==> src/rtl/tlul_host_port.sv <==
// TileLink-UL host port: one core load/store becomes one A-channel request and one D-channel response.
// Optional D-channel timeout and late-beat sink enabled by defining TLUL_PORT_TIMEOUT_EN.
module tlul_host_port #(
  parameter int ADDR_W      = 32,
  parameter int DATA_W      = 32,
  parameter int TIMEOUT_CYC = 255
) (
  input  logic                  clk,
  input  logic                  reset,
  input  logic                  req_valid,
  output logic                  req_ready,
  input  logic                  req_we,
  input  logic [ADDR_W-1:0]     req_addr,
  input  logic [1:0]            req_size,
  input  logic                  req_unsigned,
  input  logic [DATA_W-1:0]     req_wdata,
  output logic                  rsp_valid,
  output logic [DATA_W-1:0]     rsp_rdata,
  output logic                  rsp_err,
  output logic                  a_valid,
  input  logic                  a_ready,
  output logic [2:0]            a_opcode,
  output logic [1:0]            a_size,
  output logic [ADDR_W-1:0]     a_address,
  output logic [DATA_W/8-1:0]   a_mask,
  output logic [DATA_W-1:0]     a_data,
  input  logic                  d_valid,
  output logic                  d_ready,
  input  logic [2:0]            d_opcode,
  input  logic [DATA_W-1:0]     d_data,
  input  logic                  d_error
);

  localparam int STRB = DATA_W / 8;
  localparam int OFF  = $clog2(STRB);

`ifdef TLUL_PORT_TIMEOUT_EN
  localparam int   CNT_W     = (TIMEOUT_CYC < 256) ? 8 : 16;
  localparam logic IDLE_SINK = 1'b1;
  logic [CNT_W-1:0] wait_cnt;
`else
  localparam logic IDLE_SINK = 1'b0;
`endif

  typedef enum logic [1:0] {IDLE, REQ, WAIT, RESP} state_t;
  state_t state;

  logic                we_q;
  logic                uns_q;
  logic                misaligned;
  logic [STRB-1:0]     req_mask;
  logic [DATA_W-1:0]   req_data;
  logic [2:0]          req_opcode;
  logic [DATA_W-1:0]   load_data;
  logic                d_err;

  always_comb begin : req_decode
    int unsigned nb;
    logic [15:0] span;
    nb = 32'd1 << req_size;
    if (nb > STRB) nb = STRB;
    case (req_size)
      2'd0:    misaligned = 1'b0;
      2'd1:    misaligned = req_addr[0];
      2'd2:    misaligned = |req_addr[1:0];
      default: misaligned = |req_addr[2:0];
    endcase
    span     = 16'((32'd1 << nb) - 32'd1);
    req_mask = STRB'(span << req_addr[OFF-1:0]);
    // Each lane copies the store byte at the same position within its access-sized slot.
    req_data = '0;
    for (int unsigned i = 0; i < STRB; i++) begin
      for (int unsigned j = 0; j < STRB; j++) begin
        if (j == (i & (nb - 32'd1))) req_data[8*i +: 8] = req_wdata[8*j +: 8];
      end
    end
    if (!req_we)        req_opcode = 3'd4;
    else if (&req_mask) req_opcode = 3'd0;
    else                req_opcode = 3'd1;
  end

  always_comb begin : rsp_decode
    logic [DATA_W-1:0] shifted;
    int unsigned       nbits;
    logic              sign_bit;
    shifted  = d_data >> {a_address[OFF-1:0], 3'b000};
    nbits    = 32'd8 << a_size;
    sign_bit = 1'b0;
    for (int unsigned i = 0; i < DATA_W; i++) begin
      if (i + 32'd1 == nbits) sign_bit = shifted[i] & ~uns_q;
    end
    load_data = shifted;
    if (nbits < DATA_W) begin
      for (int unsigned i = 0; i < DATA_W; i++) begin
        if (i >= nbits) load_data[i] = sign_bit;
      end
    end
    d_err = d_error || (d_opcode != (we_q ? 3'd0 : 3'd1));
  end

  always_ff @(posedge clk) begin
    if (reset) begin
      state     <= IDLE;
      req_ready <= 1'b0;
      a_valid   <= 1'b0;
      a_opcode  <= 3'd4;
      a_size    <= 2'd0;
      a_address <= '0;
      a_mask    <= '0;
      a_data    <= '0;
      d_ready   <= 1'b0;
      rsp_valid <= 1'b0;
      rsp_rdata <= '0;
      rsp_err   <= 1'b0;
      we_q      <= 1'b0;
      uns_q     <= 1'b0;
`ifdef TLUL_PORT_TIMEOUT_EN
      wait_cnt  <= '0;
`endif
    end else begin
      case (state)
        IDLE: begin
          req_ready <= 1'b1;
          d_ready   <= IDLE_SINK;
          if (req_valid && req_ready) begin
            req_ready <= 1'b0;
            d_ready   <= 1'b0;
            we_q      <= req_we;
            uns_q     <= req_unsigned;
            if (misaligned) begin
              state     <= RESP;
              rsp_valid <= 1'b1;
              rsp_err   <= 1'b1;
              rsp_rdata <= '0;
            end else begin
              state     <= REQ;
              a_valid   <= 1'b1;
              a_opcode  <= req_opcode;
              a_size    <= req_size;
              a_address <= req_addr;
              a_mask    <= req_mask;
              a_data    <= req_data;
            end
          end
        end
        REQ: begin
          if (a_ready) begin
            a_valid <= 1'b0;
            d_ready <= 1'b1;
            state   <= WAIT;
`ifdef TLUL_PORT_TIMEOUT_EN
            wait_cnt <= '0;
`endif
          end
        end
        WAIT: begin
          if (d_valid) begin
            d_ready   <= 1'b0;
            state     <= RESP;
            rsp_valid <= 1'b1;
            rsp_err   <= d_err;
            rsp_rdata <= (d_err || we_q) ? '0 : load_data;
          end
`ifdef TLUL_PORT_TIMEOUT_EN
          else if (wait_cnt == CNT_W'(TIMEOUT_CYC - 1)) begin
            d_ready   <= 1'b0;
            state     <= RESP;
            rsp_valid <= 1'b1;
            rsp_err   <= 1'b1;
            rsp_rdata <= '0;
          end else begin
            wait_cnt <= wait_cnt + 1'b1;
          end
`endif
        end
        default: begin
          rsp_valid <= 1'b0;
          rsp_err   <= 1'b0;
          rsp_rdata <= '0;
          req_ready <= 1'b1;
          d_ready   <= IDLE_SINK;
          state     <= IDLE;
        end
      endcase
    end
  end

endmodule
==> config.mk <==
export PLATFORM = sky130hd
export DESIGN_NAME = tlul_host_port
export DESIGN_NICKNAME = d
export VERILOG_FILES = /design/src/rtl/tlul_host_port.sv
export SDC_FILE = /design/constraint.sdc
export NUM_CORES = 1
export LEC_CHECK = 0
export BUFFER_PORTS_ARGS = -buffer_cell sky130_fd_sc_hd__buf_2
export CORE_UTILIZATION = 44
export CTS_CLUSTER_DIAMETER = 40
export DETAILED_ROUTE_END_ITERATION = 8
export HOLD_SLACK_MARGIN = 0.15
export PLACE_DENSITY = 0.81
export SLEW_MARGIN = 10
export SYNTH_ARGS = -nofsm -noshare
export SYNTH_HDL_FRONTEND = slang
export SYNTH_SLANG_ARGS = --single-unit
==> constraint.sdc <==
create_clock -name clk -period 2.6 [get_ports clk]
set_input_delay 0.52 -clock clk [delete_from_list [all_inputs] [get_ports clk]]
set_output_delay 0.52 -clock clk [all_outputs]
set_load 0.02 [all_outputs]
==> run_results.csv, run 1 <==
group,metric,value,unit
synthesis,proportion_of_register_bits_with_asynchronous_set_or_reset_after_synthesis,0,
sta,final_hold_viol_count,0,
sta,min_period_over_period,0.915,
grt,number_of_antenna_violations_at_the_first_check_in_global_routing,1,
critical_path,critPathArrivalTime,2.71,ns
critical_path,r2r_cells,6,
sta,rsz0062_at_grt,"false",
synthesis,library_cell_occupying_the_most_area_in_the_post_synthesis_netlist,"sky130_fd_sc_hd__dfxtp_1",
clock_tree,clk-insertion-delay-late,0.41,ns
place,place_hpwl,11.6,mm
critical_path,worstPathMaxFanout,24,
synthesis,yosys_register_bits,113,
synthesis,yosys_most_used_dff,"sky130_fd_sc_hd__dfxtp_1",
critical_path,r2r-end,"rsp_rdata[27]$_SDFFE_PP0P_",
grt,grt.total_usage,0.257,
sta,timing_worst_slew_pin_value,0.559,ns
place,gp_congestion,0.885,
sta,worst_slew_margin_rel,0.627,
synthesis,post_synth_num_cell_types,48,
floorplan,initial_core_util,0.454,
synthesis,postSynthNetCount,761,
critical_path,regToRegSetupSlack,0.22,ns
cells_and_area,total_number_of_nets_in_the_final_design,957,
clock_tree,tritoncts,"yes",
flow_run,timing.max_cap.violations,0,
grt,grt_start_max_net_pins,53,
synthesis,synthesis.area,5480,um2
grt,overflow,0,
min_path,hold_path_end,"a_address[13]$_SDFFE_PP0P_",
cells_and_area,layoutNonFillerInstCount,1022,
clock_tree,cts_buffer_count,17,
power,report.power.total,5.89,mW
sta,skew,0.00513,ns
synthesis,yosys-top-cells-count,"131 x sky130_fd_sc_hd__nand2_1, 113 x sky130_fd_sc_hd__dfxtp_1, 77 x sky130_fd_sc_hd__a21oi_1",
synthesis,synth-edff-count,0,
critical_path,startpoint_type,"register",
synthesis,avgSynthCellArea,8.49,um2
sta,final-max-slew-violation-count,0,
clock_tree,ctsHtreeMaxLevel,4,
cells_and_area,share_of_layout_cells_above_drive_strength_1,0.350,
floorplan,placement_rows,40,
place,dpl_cells,990,
power,power_density,804,nW/um2
floorplan,area_of_the_core,12100,um2
critical_path,cp_data_required_time,2.93,ns
synthesis,post-synth-top-count-cell,"sky130_fd_sc_hd__nand2_1",
cells_and_area,area_delta_synth_final,33.8,%
synthesis,number_of_standard_cells_after_synthesis,645,
clock_tree,cts_resized,0,
synthesis,yosys_warnings,0,
min_path,path_class_of_the_lowest_slack_min_delay_path,"in2reg",
route,detail_route.first_pass.iterations,5,
route,avgViaCountPerCell,5.40,
clock_tree,clk_tree_root_cell,"sky130_fd_sc_hd__clkbuf_16",
synthesis,ys_top_cells_by_area,"sky130_fd_sc_hd__dfxtp_1 41%, sky130_fd_sc_hd__nand2_1 9.0%, sky130_fd_sc_hd__a21oi_1 7.0%",
route,first_iter_violations,466,
route,vias,5515,
route,routedWlPerCell,16.2,um
route,totalWireLength,16.5,mm
critical_path,crit_path_end_kind,"register",
synthesis,synth-seq-area-share,0.413,
grt,grt_first_pass_wirelength,25.8,mm
min_path,min_path_cells,3,
route,drt.antenna.violating_nets,0,
sta,finalSetupViolations,0,
clock_tree,cts_post_setup_buffers_inserted,0,
synthesis,yosysTopAreaCellShare,0.413,
sta,final_period_minus_worst_setup_slack,2.38,ns
min_path,min_from,"req_addr[13]",
route,drc,0,
clock_tree,max-clock-path-buffers,2,
cells_and_area,insertedDiodeCount,0,
floorplan,io_pins,219,
clock_tree,clock_transition_time_at_the_flip_flop_clock_pins_of_the_worst_setup_and_hold_paths,0.05,ns
place,buffer_ports.inserted,217,
power,leakage,3.19,nW
floorplan,die_height,114,um
floorplan,chipWidth,114,um
grt,vias_in_the_first_global_route,5154,
sta,maxClockFrequency,420,MHz
clock_tree,postCtsHoldBufs,0,
clock_tree,clkSinkCount,113,
sta,totalNegativeSetupSlack,0,ns
outcome,run_status,"completed",
critical_path,crit_type,"reg2reg",
floorplan,die-area,12900,um2
power,max-vdd-ir-drop,0.551,mV
critical_path,regToRegStartpoint,"state[0]$_SDFFE_PP0P_",
==> area by class of cell <==
| class | instances | area (um2) |
|---|---|---|
| Timing Repair Buffer | 235 | 1260 |
| Inverter | 9 | 33.8 |
| Tap cell | 168 | 210 |
| Clock inverter | 10 | 158 |
| Sequential cell | 113 | 2260 |
| Clock buffer | 22 | 464 |
| Multi-Input combinational cell | 465 | 2940 |
| Fill cell | 1055 | 4730 |
==> worst max-delay path by stage <==
| stage | to | start | depth (start not counted) | slack, ns |
|---|---|---|---|---|
| after floorplan | a_data[17]$_SDFFE_PP0P_ | req_size[1] | 7 | 0.09 |
| after global placement | rsp_rdata[27]$_SDFFE_PP0P_ | state[0]$_SDFFE_PP0P_ | 6 | 0.24 |
| after detailed placement | rsp_rdata[31]$_SDFFE_PP0P_ | state[0]$_SDFFE_PP0P_ | 6 | 0.17 |
| after CTS | rsp_rdata[27]$_SDFFE_PP0P_ | state[0]$_SDFFE_PP0P_ | 6 | 0.13 |
| after global routing | rsp_rdata[27]$_SDFFE_PP0P_ | state[0]$_SDFFE_PP0P_ | 6 | 0.09 |
| final | rsp_rdata[27]$_SDFFE_PP0P_ | state[0]$_SDFFE_PP0P_ | 6 | 0.22 |
==> placed cells by master, fill, tap and decap left out, types with 2 or more instances in the layout <==
cell                           n
sky130_fd_sc_hd__clkbuf_1      3
sky130_fd_sc_hd__nand2b_1     18
sky130_fd_sc_hd__a211o_1      10
sky130_fd_sc_hd__a211oi_1     11
sky130_fd_sc_hd__mux2i_1      34
sky130_fd_sc_hd__a31oi_1       2
sky130_fd_sc_hd__a21boi_1      2
sky130_fd_sc_hd__clkinv_2      3
sky130_fd_sc_hd__o2bb2ai_2    20
sky130_fd_sc_hd__clkbuf_8      2
sky130_fd_sc_hd__buf_2       216
sky130_fd_sc_hd__bufinv_16     4
sky130_fd_sc_hd__o211ai_1     10
sky130_fd_sc_hd__nand3b_1     16
sky130_fd_sc_hd__nor2b_1       3
sky130_fd_sc_hd__clkbuf_16    17
sky130_fd_sc_hd__buf_12        3
sky130_fd_sc_hd__o2111ai_1     7
sky130_fd_sc_hd__nand4bb_1     2
sky130_fd_sc_hd__nand2_1     131
sky130_fd_sc_hd__ha_1          7
sky130_fd_sc_hd__a21oi_1      76
sky130_fd_sc_hd__clkinvlp_4    3
sky130_fd_sc_hd__o21ai_0      25
sky130_fd_sc_hd__a311oi_1     10
sky130_fd_sc_hd__inv_1         8
sky130_fd_sc_hd__nand3_1      12
sky130_fd_sc_hd__mux2_2        7
sky130_fd_sc_hd__or2_2         2
sky130_fd_sc_hd__nor2_1       27
sky130_fd_sc_hd__buf_4        16
sky130_fd_sc_hd__nor3_1       11
sky130_fd_sc_hd__o2bb2ai_1     4
sky130_fd_sc_hd__dfxtp_1     113
==> report_power, final <==
part	switching (mW)	internal [mW]
registers	0.0929	1.89
logic	0.935	0.532
clock network	0.798	1.65
==> metrics by stage <==
| stage | hold WS, ns | util | worst slack [ns] | instance area, um2 |
|---|---|---|---|---|
| 2_1_floorplan | 0.508 | - | 0.0944 | 5480 |
| 4_1_cts | 0.324 | 0.608 | 0.130 | 7330 |
| 5_1_grt | 0.332 | 0.608 | 0.0921 | 7330 |
| 3_3_place_gp | 0.439 | 0.556 | 0.244 | 6710 |
| 6_report | 0.341 | 0.608 | 0.222 | 7330 |
| 3_5_place_dp | 0.443 | 0.556 | 0.167 | 6710 |
==> critical path, cell delays in order, from the launching register on <==
cell and delay (ns):
sky130_fd_sc_hd__dfxtp_1 0.38, sky130_fd_sc_hd__inv_1 0.08, sky130_fd_sc_hd__ha_1 0.27, sky130_fd_sc_hd__nor2b_1 0.21, sky130_fd_sc_hd__or3_1 0.44, sky130_fd_sc_hd__or4_4 0.67
sky130_fd_sc_hd__o2bb2ai_1 0.23
==> cell families after synthesis <==
logic type      count (synthesis)  synth area share
simple gates                  229             0.193
buf+inv                        67            0.0525
fa+ha+maj                       7            0.0160
xor+xnor                        1           0.00160
flops                         113             0.413
other cells                     1          0.000684
mux                            42            0.0806
compound gates                185             0.243
==> state kept, by name (all words and copies together), names as in the netlist <==
register,flops
rsp_err,1
a_size,2
a_mask,4
a_address,32
d_ready,1
a_opcode,2
uns_q,1
a_data,32
state,2
rsp_rdata,32
rsp_valid,1
req_ready,1
we_q,1
a_valid,1
==> routing by layer <==
metal  routed length, um  vias up  global-route usage
met2                8000      228               0.428
li1                    -     2675                   -
met4                 330        2               0.110
met3                1300       31              0.0781
met1                6860     2579               0.306
met5                  12        -                   0
(Power assumes the default switching activity.)
==> run 2: changes to the inputs <==
- ABC_CLOCK_PERIOD_IN_PS: unset -> 2600
- BUFFER_PORTS_ARGS: -buffer_cell sky130_fd_sc_hd__buf_2 -> -buffer_cell sky130_fd_sc_hd__buf_4
- CORE_ASPECT_RATIO: unset -> 0.9
==> run 2 against run 1 <==
Setup slack worse by 0.023 ns. Count of clock-buffer cells in the layout down 5. Critical endpoint is now rsp_rdata[26]$_SDFFE_PP0P_. Fmax down 0.96%. Clock power down 2%. Global-route usage down 0.082 points. Sequential share of layout area down 2.1 points. Flip-flop and latch count unchanged. Core utilization up 4.3 points.
==> run_results.csv, run 2 (same netlist as run 1, synthesis figures left out) <==
group,metric,value,unit
outcome,run_status,"completed",
grt,grt.total_usage,0.256,
critical_path,regToRegStartpoint,"state[0]$_SDFFE_PP0P_",
grt,grt_start_max_net_pins,61,
clock_tree,clkSinkCount,113,
power,power_density,757,nW/um2
route,drt.antenna.violating_nets,0,
sta,finalSetupViolations,0,
sta,rsz0062_at_grt,"false",
grt,vias_in_the_first_global_route,5153,
grt,overflow,0,
critical_path,crit_path_end_kind,"register",
place,pre_cts_slack,0.130,ns
clock_tree,ctsHtreeMaxLevel,4,
sta,fin_worst_hold_slack,0.354,ns
clock_tree,clk_tree_root_cell,"sky130_fd_sc_hd__clkbuf_16",
grt,grtUsageMet1,0.321,
place,place_hpwl,11.6,mm
sta,skew,0.00694,ns
clock_tree,cts_resized,0,
place,gp_congestion,0.861,
route,first_iter_violations,425,
critical_path,crit_type,"reg2reg",
critical_path,cp_data_required_time,2.93,ns
critical_path,critPathSlowestCell,"sky130_fd_sc_hd__or4_4",
cells_and_area,mostFrequentLayoutCells,"233 x sky130_fd_sc_hd__buf_4, 131 x sky130_fd_sc_hd__nand2_1, 113 x sky130_fd_sc_hd__dfxtp_1",
power,leakage,3.27,nW
cells_and_area,area_delta_synth_final,43.4,%
sta,min_period_over_period,0.924,
route,routedWlPerCell,16.3,um
floorplan,area_of_the_core,12100,um2
grt,grt_use_met2,0.410,
grt,globalRouteMet3Util,0.0773,
critical_path,setup.worst_path.end,"rsp_rdata[26]$_SDFFE_PP0P_",
sta,final_period_minus_worst_setup_slack,2.40,ns
min_path,path_class_of_the_lowest_slack_min_delay_path,"in2reg",
sta,worst_slew_margin_rel,0.593,
route,drc,0,
clock_tree,postCtsHoldBufs,0,
route,detail_route.first_pass.iterations,6,
sta,totalNegativeSetupSlack,0,ns
clock_tree,tritoncts,"yes",
cells_and_area,most_common_cell_after_layout_fill_and_taps_aside,"sky130_fd_sc_hd__buf_4",
clock_tree,max-clock-path-buffers,2,
critical_path,worstPathCellList,"inv_1 -> ha_1 -> nor2b_1 -> or3_1 -> or4_4 -> o2bb2ai_1",
critical_path,r2r_cells,6,
clock_tree,cts_post_setup_buffers_inserted,0,
power,max-vdd-ir-drop,0.495,mV
cells_and_area,fillerInstances,1018,
clock_tree,clock_transition_time_at_the_flip_flop_clock_pins_of_the_worst_setup_and_hold_paths,0.06,ns
critical_path,timing.critical_path.slowest_cell_delay,0.68,ns
sta,final_hold_viol_count,0,
cells_and_area,final_util,0.651,
critical_path,worstPathMaxFanout,24,
floorplan,io_pins,219,
floorplan,die_height,108,um
critical_path,critPathArrivalTime,2.73,ns
clock_tree,cts_buffer_count,17,
critical_path,r2r-end,"rsp_rdata[26]$_SDFFE_PP0P_",
cells_and_area,design_area,7860,um2
sta,timing_worst_slew_pin_value,0.611,ns
grt,grt_first_pass_wirelength,25.9,mm
grt,busiest_layer,"met2",
floorplan,die-area,12900,um2
sta,finalWorstSetupSlack,0.199,ns
cells_and_area,largest_registers_ranked_by_flip_flop_count,"a_address (32), a_data (32), rsp_rdata (32)",
cells_and_area,share_of_layout_cells_above_drive_strength_1,0.354,
route,vias,5434,
clock_tree,clk-insertion-delay-late,0.41,ns
critical_path,startpoint_type,"register",
cells_and_area,total_number_of_nets_in_the_final_design,958,
route,totalWireLength,16.5,mm
floorplan,placement_rows,38,
place,buffer_ports.inserted,217,
floorplan,chipWidth,120,um
flow_run,timing.max_cap.violations,0,
critical_path,regToRegSetupSlack,0.20,ns
sta,maxClockFrequency,416,MHz
critical_path,critical_path.startpoint,"state[0]$_SDFFE_PP0P_",
route,avgViaCountPerCell,5.35,
place,instance_area_at_placement,7250,um2
cells_and_area,insertedDiodeCount,0,
grt,number_of_antenna_violations_at_the_first_check_in_global_routing,0,
sta,final-max-slew-violation-count,0,
floorplan,initial_core_util,0.454,
==> run 2: cell types whose count changed in the layout (fill, tap and decap cells not counted), sizes merged <==
cell and delta:
inv +1, buf +1, clkinv +5, clkbuf -5, bufinv -1
==> run 2: through the flow <==
step | power [mW] | cells
floorplan | 2.98 | 645
global placement | 3.56 | 983
detailed placement | 3.59 | 983
CTS | 5.98 | 1015
global route | 6.21 | 1015
finish | 5.95 | 1015
==> run 2: metal layers <==
metal  part of all wire  vias to the layer above
li1                   -                     2673
met1               0.42                     2485
met2               0.47                      248
met3              0.088                       28
met4              0.021                        0
met5                  0                        -
==> run 2: final cells by class <==
class | instances | area (um2) | area share
Inverter | 9 | 33.8 | 0.00430
Timing Repair Buffer | 236 | 1810 | 0.230
Clock buffer | 17 | 425 | 0.0541
Multi-Input combinational cell | 465 | 2940 | 0.374
Sequential cell | 113 | 2260 | 0.288
Tap cell | 160 | 200 | 0.0255
Clock inverter | 15 | 188 | 0.0239
==> run 2: worst max-delay path, delay by kind of cell (launching register included) <==
family	cells	cell delay [ns]
buf+inv	1	0.08
flops	1	0.38
fa+ha+maj	1	0.27
compound gates	1	0.24
simple gates	3	1.34
==> run 2: worst min-delay path by stage <==
stage                               from                    endpoint  cells after the start
2_1_floorplan      state[0]$_SDFFE_PP0P_       state[0]$_SDFFE_PP0P_                      2
3_3_place_gp     a_data[29]$_SDFFE_PP0P_     a_data[29]$_SDFFE_PP0P_                      2
5_1_grt                     req_addr[24]  a_address[24]$_SDFFE_PP0P_                      3
3_5_place_dp   a_address[7]$_SDFFE_PP0P_   a_address[7]$_SDFFE_PP0P_                      2
6_report                    req_addr[28]  a_address[28]$_SDFFE_PP0P_                      3
4_1_cts                     req_addr[27]  a_address[27]$_SDFFE_PP0P_                      3
==> run 2: where the power goes <==
group,switching [mW],internal [mW]
Clock,0.866,1.51
Sequential,0.0951,1.89
Combinational,0.938,0.649
Total,1.90,4.05
